$ cat config.mk
export PLATFORM = sky130hd
export DESIGN_NAME = lcd_pattern_scanner
export DESIGN_NICKNAME = d
export VERILOG_FILES = /design/src/rtl/lcd_pattern_scanner.sv
export SDC_FILE = /design/constraint.sdc
export NUM_CORES = 1
export LEC_CHECK = 0
export CAP_MARGIN = 20
export CORE_ASPECT_RATIO = 1.4
export CORE_MARGIN = 2
export CORE_UTILIZATION = 27
export DETAILED_ROUTE_END_ITERATION = 10
export GPL_ROUTABILITY_DRIVEN = 0
export SYNTH_ARGS = -nofsm -noshare
export SYNTH_HDL_FRONTEND = slang
export SYNTH_SLANG_ARGS = --single-unit
$ cat constraint.sdc
create_clock -name clk -period 6.5 [get_ports clk]
set_clock_uncertainty 0.15 [all_clocks]
set_input_delay 1.3 -clock clk [delete_from_list [all_inputs] [get_ports clk]]
set_output_delay 1.3 -clock clk [all_outputs]
set_load 0.1 [all_outputs]
$ cat src/rtl/lcd_pattern_scanner.sv
// Raster test-pattern source for the PMOD LCD: scans an H_PIXELS x V_PIXELS frame and
// streams RGB565 pixels over valid/ready. Optional macro LCD_FRAME_CRC_EN adds a frame CRC.
module lcd_pattern_scanner #(
    parameter int unsigned H_PIXELS        = 160,
    parameter int unsigned V_PIXELS        = 80,
    parameter int unsigned NUM_MODES       = 9,
    parameter int unsigned DEBOUNCE_CYCLES = 16,
    localparam int unsigned HW = $clog2(H_PIXELS),
    localparam int unsigned VW = $clog2(V_PIXELS)
) (
    input  logic          clk,
    input  logic          rst,
    input  logic          sw_rstn,
    input  logic          pix_ready,
    output logic          pix_valid,
    output logic [15:0]   pix_data,
    output logic [HW-1:0] H_pos,
    output logic [VW-1:0] V_pos,
    output logic [3:0]    mode,
    output logic          frame_start,
    output logic          frame_done,
    output logic [15:0]   frame_crc
);

    localparam int unsigned DW = $clog2(DEBOUNCE_CYCLES + 1);
    localparam logic [HW+2:0] H_DIV = H_PIXELS[HW+2:0];
    localparam logic [VW+4:0] V_DIV = V_PIXELS[VW+4:0];

    typedef enum logic [1:0] {StIdle, StStart, StStream, StDone} state_e;

    state_e        state_q, state_d;
    logic [HW-1:0] h_q, h_d;
    logic [VW-1:0] v_q, v_d;
    logic [3:0]    mode_q, mode_d;
    logic          pending_q, pending_d;
    logic [15:0]   pix_q, pix_d;

    logic          sw_meta_q, sw_sync_q;
    logic [DW-1:0] low_cnt_q, low_cnt_d;
    logic [1:0]    high_cnt_q, high_cnt_d;
    logic          armed_q, armed_d;
    logic          press;

    logic          handshake, last_h, last_v;
    logic [HW+2:0] h_prod;
    logic [VW+4:0] v_prod;
    logic [2:0]    bar;
    logic [4:0]    ramp;

    assign handshake = (state_q == StStream) && pix_ready;
    assign last_h    = (h_q == HW'(H_PIXELS - 1));
    assign last_v    = (v_q == VW'(V_PIXELS - 1));

    // One accepted press per low period; re-armed only after two synchronised high cycles.
    always_comb begin
        low_cnt_d  = low_cnt_q;
        high_cnt_d = high_cnt_q;
        armed_d    = armed_q;
        press      = 1'b0;
        if (!sw_sync_q) begin
            high_cnt_d = '0;
            if (armed_q) begin
                if (low_cnt_q == DW'(DEBOUNCE_CYCLES - 1)) begin
                    press     = 1'b1;
                    armed_d   = 1'b0;
                    low_cnt_d = '0;
                end else begin
                    low_cnt_d = low_cnt_q + 1'b1;
                end
            end
        end else begin
            low_cnt_d = '0;
            if (!armed_q) begin
                if (high_cnt_q == 2'd1) begin
                    armed_d    = 1'b1;
                    high_cnt_d = '0;
                end else begin
                    high_cnt_d = high_cnt_q + 1'b1;
                end
            end
        end
    end

    always_comb begin
        state_d   = state_q;
        h_d       = h_q;
        v_d       = v_q;
        mode_d    = mode_q;
        pending_d = pending_q | press;
        unique case (state_q)
            StIdle: state_d = StStart;
            StStart: begin
                h_d     = '0;
                v_d     = '0;
                state_d = StStream;
                if (pending_q) begin
                    mode_d    = (mode_q == 4'(NUM_MODES - 1)) ? 4'd0 : mode_q + 4'd1;
                    pending_d = 1'b0;
                end
            end
            StStream: begin
                if (handshake) begin
                    if (last_h) begin
                        h_d = '0;
                        if (last_v) begin
                            v_d     = '0;
                            state_d = StDone;
                        end else begin
                            v_d = v_q + 1'b1;
                        end
                    end else begin
                        h_d = h_q + 1'b1;
                    end
                end
            end
            StDone: state_d = StStart;
            default: state_d = StIdle;
        endcase
    end

    // Pixel is computed from next-state position/mode so the register always matches them.
    always_comb begin
        h_prod = {h_d, 3'b000};
        v_prod = {v_d, 5'b00000};
        bar    = 3'(h_prod / H_DIV);
        ramp   = 5'(v_prod / V_DIV);
        pix_d  = 16'h0000;
        case (mode_d)
            4'd1: pix_d = 16'hF800;
            4'd2: pix_d = 16'h07E0;
            4'd3: pix_d = 16'h001F;
            4'd4: pix_d = 16'hFFFF;
            4'd5: pix_d = {{5{bar[2]}}, {6{bar[1]}}, {5{bar[0]}}};
            4'd6: pix_d = {ramp, 11'd0};
            4'd7: pix_d = (((16'(h_d) ^ 16'(v_d)) & 16'h0008) != 16'h0000) ? 16'hFFFF : 16'h0000;
            4'd8: begin
                if (h_d == '0 || h_d == HW'(H_PIXELS - 1) || v_d == '0 ||
                    v_d == VW'(V_PIXELS - 1)) begin
                    pix_d = 16'hFFFF;
                end
            end
            default: pix_d = 16'h0000;
        endcase
    end

    always_ff @(posedge clk or posedge rst) begin
        if (rst) begin
            state_q    <= StIdle;
            h_q        <= '0;
            v_q        <= '0;
            mode_q     <= '0;
            pending_q  <= 1'b0;
            pix_q      <= '0;
            sw_meta_q  <= 1'b1;
            sw_sync_q  <= 1'b1;
            low_cnt_q  <= '0;
            high_cnt_q <= '0;
            armed_q    <= 1'b1;
        end else begin
            state_q    <= state_d;
            h_q        <= h_d;
            v_q        <= v_d;
            mode_q     <= mode_d;
            pending_q  <= pending_d;
            pix_q      <= pix_d;
            sw_meta_q  <= sw_rstn;
            sw_sync_q  <= sw_meta_q;
            low_cnt_q  <= low_cnt_d;
            high_cnt_q <= high_cnt_d;
            armed_q    <= armed_d;
        end
    end

    assign pix_valid   = (state_q == StStream);
    assign frame_start = (state_q == StStart);
    assign frame_done  = (state_q == StDone);
    assign pix_data    = pix_q;
    assign H_pos       = h_q;
    assign V_pos       = v_q;
    assign mode        = mode_q;

`ifdef LCD_FRAME_CRC_EN
    function automatic logic [15:0] crc16_step(input logic [15:0] crc, input logic [15:0] data);
        logic [15:0] c;
        c = crc;
        for (int i = 15; i >= 0; i--) begin
            if (c[15] ^ data[i]) c = {c[14:0], 1'b0} ^ 16'h1021;
            else                 c = {c[14:0], 1'b0};
        end
        return c;
    endfunction

    logic [15:0] crc_acc_q, crc_acc_d, crc_out_q, crc_out_d, crc_next;

    // Result lands on the last handshake so it is already visible during frame_done.
    always_comb begin
        crc_next  = crc16_step(crc_acc_q, pix_q);
        crc_acc_d = crc_acc_q;
        crc_out_d = crc_out_q;
        if (state_q == StStart) begin
            crc_acc_d = 16'hFFFF;
        end else if (handshake) begin
            crc_acc_d = crc_next;
            if (last_h && last_v) crc_out_d = crc_next;
        end
    end

    always_ff @(posedge clk or posedge rst) begin
        if (rst) begin
            crc_acc_q <= 16'hFFFF;
            crc_out_q <= 16'h0000;
        end else begin
            crc_acc_q <= crc_acc_d;
            crc_out_q <= crc_out_d;
        end
    end

    assign frame_crc = crc_out_q;
`else
    assign frame_crc = 16'h0000;
`endif

endmodule
## Yosys cells after proc, flatten, opt, wreduce, memory -nomap -nowiden

Index checks and enable logic that the tools add are counted.

| storage, ports and cells | value |
|---|---|
| register bits after elaboration | 48 |
| output and inout port bits | 54 |

| operators by class | value |
|---|---|
| $add $sub $neg | 5 |
| div/mod/pow operators | 2 |
| equality and inequality tests | 22 |
| multiplexer cells | 33 |
| bitwise gates (word level) | 2 |
| reductions and logical operators | 10 |

Operator list:

| operator | count |
|---|---|
| one-hot mux 16 bit (8 select lines) | 1 |
| 2-to-1 mux 16 bit | 2 |
| 2-to-1 mux 7 bit | 3 |
| == test 4 x 3 -> 1 bit, second input constant | 4 |
| == test 8 bit, second input constant | 2 |
| 2-to-1 mux 8 bit | 2 |
| one-hot mux 8 bit (2 select lines) | 1 |
| 2-to-1 mux 5 bit | 3 |
| == test 7 bit, second input constant | 2 |
| one-hot mux 7 bit (2 select lines) | 1 |
| divider 12 x 7 -> 12 bit, second input constant | 1 |
| 2-to-1 mux 2 bit | 6 |
| 2-to-1 mux 4 bit | 3 |
| divider 11 x 8 -> 11 bit, second input constant | 1 |
| 2-to-1 mux 1 bit | 10 |
| adder 8 x 1 -> 8 bit, second input constant | 1 |
| == test 4 x 2 -> 1 bit, second input constant | 2 |
| == test 4 bit, second input constant | 2 |
| zero test 8 bit | 1 |
| adder 7 x 1 -> 7 bit, second input constant | 1 |
| zero test 7 bit | 1 |
| inequality test 2 x 1 -> 1 bit, second input constant | 3 |
| one-hot mux 2 bit (3 select lines) | 1 |
| adder 5 x 1 -> 5 bit, second input constant | 1 |
| other kinds (15) | 19 |

## Longest topological paths before layout

| logic depth | value |
|---|---|
| depth after elaboration | 10 |
| depth in mapped cells | 25 |
| gate-level depth less buffers | 23 |

## Worst setup path before layout

No wires, ideal clock.

| timing | value |
|---|---|
| path kind | reg2reg |
| start | register h_q[0], in the netlist H_pos[0] |
| end | register pix_q[11], in the netlist pix_data[11] |
| setup time | 0.086 ns |
| arrival | 5.162 ns |
| path slack | 1.102 ns |
| stages on the path, launching flop included | 23 |
| buffers on the path | 1 |
| period minus slack after synthesis | 5.398 ns |
| cell sequence | dfrtp_1 -> ha_1 -> nand3_4 -> o41ai_1 -> o211ai_4 -> buf_2 -> a21o_1 -> nor4_1 -> a21oi_1 -> nand2_1 -> inv_1 -> ha_1 -> inv_1 -> nand2_1 -> mux2_4 -> a311o_1 -> o21ai_1 -> and2_1 -> ha_1 -> inv_1 -> a31oi_1 -> a211o_1 -> a32oi_1 |

| on the way | value |
|---|---|
| elaborated cells between the ends (all ways) | 21 |
| those cells by class | add/sub: 1; div: 2; eq/ne: 3; mux: 9; bitwise: 1; reduce/logical: 5 |

RTL lines:

| element | line | text |
|---|---|---|
| start, declared | 32 | `logic [HW-1:0] h_q, h_d;` |
| start signal, assigned | 149 | `h_q <= '0;` |
| start signal, assigned | 161 | `h_q <= h_d;` |
| == test 8 bit (*) | 51 | `assign last_h = (h_q == HW'(H_PIXELS - 1));` |
| 2-to-1 mux 7 bit (*) | 103 | `if (last_h) begin` |
| 2-to-1 mux 7 bit (*) | 102 | `if (handshake) begin` |
| one-hot mux 7 bit (2 select lines) (*) | 90 | `unique case (state_q)` |
| via v_d[5] | 33 | `logic [VW-1:0] v_q, v_d;` |
| branches (longest 4 deep; another with divider 12 x 7 -> 12 bit) | - |  |
| one-hot mux 16 bit (8 select lines) (*) | 128 | `case (mode_d)` |
| via pix_d[11] | 36 | `logic [15:0] pix_q, pix_d;` |
| end signal, assigned | 165 | `pix_q <= pix_d;` |
| end, declared | 36 |  |

Mark *: on every way through the listed nets, which the timed path passes.
A chain may end at the register's enable or synchronous reset.

## Worst setup path in the final report

| timing | value |
|---|---|
| start | input port pix_ready |
| end | register pix_q[11], in the netlist pix_data[11] |

| on the way | value |
|---|---|
| elaborated cells between the ends (all ways) | 18 |
| those cells by class | div: 2; eq/ne: 2; mux: 7; bitwise: 1; reduce/logical: 6 |

RTL lines:

| element | line | text |
|---|---|---|
| start, declared | 14 | `input logic pix_ready,` |
| logical AND 1 bit (*) | 50 | `assign handshake = (state_q == StStream) && pix_ready;` |
| 2-to-1 mux 7 bit (*) | 102 |  |
| one-hot mux 7 bit (2 select lines) (*) | 90 |  |
| via v_d[2] | 33 |  |
| branches (longest 4 deep; another with divider 12 x 7 -> 12 bit) | - |  |
| one-hot mux 16 bit (8 select lines) (*) | 128 |  |
| via pix_d[11] | 36 |  |

Marked as above.

==> results.json <==
{
  "hold_violations": 0,
  "grt_pass1_vias": 2977,
  "io_buffers": 41,
  "syn_avg_cell_area_sq_um": 8.40,
  "fillers": 1231,
  "synth_edf_count": 0,
  "min_period_ns": 5.97,
  "synth_compound_area_frac": 0.241,
  "setup_viol": 0,
  "drc_errors": 0,
  "relSlewSlack": 0.343,
  "grt_max_degree": 40,
  "synth-seq-area-share": 0.300,
  "tightest_slew_ns": 0.982,
  "top_level_ports": 58,
  "cts.sink_count": 39,
  "cts.repair.resized": 0,
  "syn-cell-area_sq_mm": 0.00326,
  "multi_input_area_sq_mm": 0.00198,
  "cp.required_ns": 6.55,
  "synth-simple-area-share": 0.246,
  "synthMuxAreaShare": 0.0169,
  "cts_tree": "built",
  "syn2layout_area_growth_pct": 19.0,
  "synth.area.top_cells": "dfrtp_1 28%, buf_4 6.0%, ha_1 4.6%, o21ai_0 3.5%, nand2_1 3.5%",
  "maxCapViolations": 0,
  "yosys.cell_count.top_type": "dfrtp_1",
  "crit_path_cell_trace": "clkdlybuf4s50_1, nand4b_1, o31a_1, o21ai_1, inv_2, o21ai_0, nand2_1, o211ai_1, nand2_1, inv_1, ha_1, a21oi_1, o32ai_1, o21ai_1, and2_1, ha_1, inv_1, a31oi_1, a211o_1, a32oi_1",
  "core_area_sq_mm": 0.0118,
  "ys_ff_latch": 39,
  "seqCellArea_sq_um": 980,
  "dieArea_sq_mm": 0.0130,
  "post_cts_buffers": 0,
  "hold_buffers": 0,
  "synth.distinct_cells": 82,
  "status": "complete, no violations",
  "p_leak_nw": 1.70,
  "post_route_cells_drive_above_1_share": 0.104,
  "vias": 3074,
  "hp-class": "flip-flop to flip-flop",
  "clkLatencyLatePin_ns": 0.28,
  "cpPeakStageDelay_ns": 0.66,
  "initial_utilization": 0.276,
  "cp_max_fo": 10,
  "cp-end-kind": "flip-flop",
  "ctsRootBufferMaster": "clkbuf_16",
  "grt_pass1_wl_um": 14500,
  "yosysWarnings": 0,
  "grt_setup_unrepaired": "false",
  "rrSetupSlack_ns": 1.18,
  "synth_cells": 388,
  "wl_per_cell_um": 15.4,
  "numCtsBuffers": 5,
  "drtAntennaViolNets": 0,
  "slowest_stage": "clkdlybuf4s50_1",
  "die_h_um": 134,
  "finalMaxSlewViolations": 0,
  "cellPowerDensity_mw_per_mm2": 225,
  "ys.flop_type": "dfrtp_1",
  "antenna_found_initial": 0,
  "diodes": 0,
  "grt_usage": 0.134,
  "dr.first_iter.drc_count": 202,
  "synth_fa_ha_area_frac": 0.0587,
  "yosysTopAreaCellShare": 0.276,
  "drt-pass1-iter-count": 4,
  "fp-row-count": 47,
  "period_share": 0.918,
  "nets": 440,
  "worstSetupPathType": "input pin to flip-flop",
  "start_kind": "input pin",
  "synth_top_family_by_area": "simple AND/OR/NAND/NOR gates",
  "max-vdd-ir-drop_v": 0.000136,
  "drt-vias-per-instance": 5.37,
  "fmax_mhz": 168,
  "cts_buffer_depth": 2,
  "yosys.area_share.xor_xnor": 0.0269,
  "grt_overflow": 0,
  "yosys.area.top_type": "dfrtp_1",
  "arrival_ns": 6.02,
  "setup_tns_ns": 0,
  "path_clk_slew_ns": 0.06,
  "hpwlAfterDp_um": 6710,
  "die_width_um": 96.9,
  "synthTopCellsByCount": "36 x dfrtp_1, 30 x nand2_1, 26 x buf_4, 26 x inv_1, 25 x nor2_1",
  "synthArstFlopShare": 1.00,
  "routed_wirelength_um": 8780,
  "htree_levels": 2,
  "hold_slack_ns": 0.210
}
[state kept, by name, summed over array words and instances (netlist names)]
name,count
H_pos,8
V_pos,7
pix_data,7
low_cnt_q,5
mode,4
high_cnt_q,2
state_q,2
armed_q,1
pending_q,1
sw_meta_q,1
sw_sync_q,1
[area by class of cell]
type                       count  area share
tap                          147      0.0474
clock inverter                 3     0.00516
sequential                    39       0.252
inverter                      28      0.0271
multi-input combinational    299       0.510
timing repair buffer          51       0.125
clock buffer                   5      0.0322
[layer usage]
layer  routed length, um  track usage  vias up
met4                 338       0.0689        0
met1                3370        0.144     1476
met5                   0            0        -
met3                 384       0.0203       28
li1                    -            -     1462
met2                4690        0.250      108
[worst paths after layout]
check | start | end | cells after the start
worst max-delay path | pix_ready | pix_data[11] | 20
worst min-delay path | sw_meta_q | sw_sync_q | 0
max in group asynchronous | rst | armed_q | 3
worst max register to register | state_q[0] | pix_data[11] | 21
min in group asynchronous | rst | H_pos[6] | 3
worst min register to register | sw_meta_q | sw_sync_q | 0
[stage by stage]
| stage | area, sq um | power [mW] | std cells | setup slack (ns) | util |
|---|---|---|---|---|---|
| 4_1_cts | 3880 | 0.875 | 572 | 0.440 | 0.328 |
| 5_1_grt | 3880 | 0.916 | 572 | 0.0661 | 0.328 |
| 3_5_place_dp | 3730 | 0.631 | 564 | 0.162 | 0.316 |
| 2_1_floorplan | 3320 | 0.568 | 403 | 1.10 | - |
| 6_report | 3880 | 0.871 | 572 | 0.531 | 0.328 |
| 3_3_place_gp | 3730 | 0.626 | 564 | 0.330 | 0.316 |
[cell families after synthesis]
family / after synthesis
AND/OR/NAND/NOR: 141
XOR/XNOR: 10
buffers and inverters: 65
other: 1
flip-flops: 39
AO/OA/AOI/OAI: 111
adder cells (fa/ha/maj): 16
multiplexers: 5
[layout by cell type (no fill, tap or decap), types with 4 or more instances in the layout]
cell type / instances
and2_1: 6
a21o_1: 4
a22oi_1: 6
nor3_1: 11
conb_1: 16
dfrtp_1: 36
a311oi_1: 4
nor4_1: 12
xor2_1: 4
nor2_1: 25
nand3_1: 17
a21boi_0: 4
inv_1: 26
clkbuf_16: 5
buf_4: 10
o21ai_0: 23
ha_1: 12
a21oi_1: 21
nand2_1: 30
and3_1: 6
mux2i_1: 4
xnor2_1: 6
a31oi_1: 4
clkdlybuf4s50_1: 41
[power breakdown]
| group | switching [mW] | internal [mW] |
|---|---|---|
| combinational | 0.250 | 0.0834 |
| sequential | 0.0346 | 0.261 |
| clock | 0.101 | 0.141 |
[critical path: cells and delay by family]
| kind | cells | cell delay, ns |
|---|---|---|
| buf+inv | 4 | 1.00 |
| compound gates | 10 | 2.51 |
| fa+ha+maj | 2 | 0.53 |
| simple gates | 4 | 0.67 |
(Power assumes the default switching activity.)
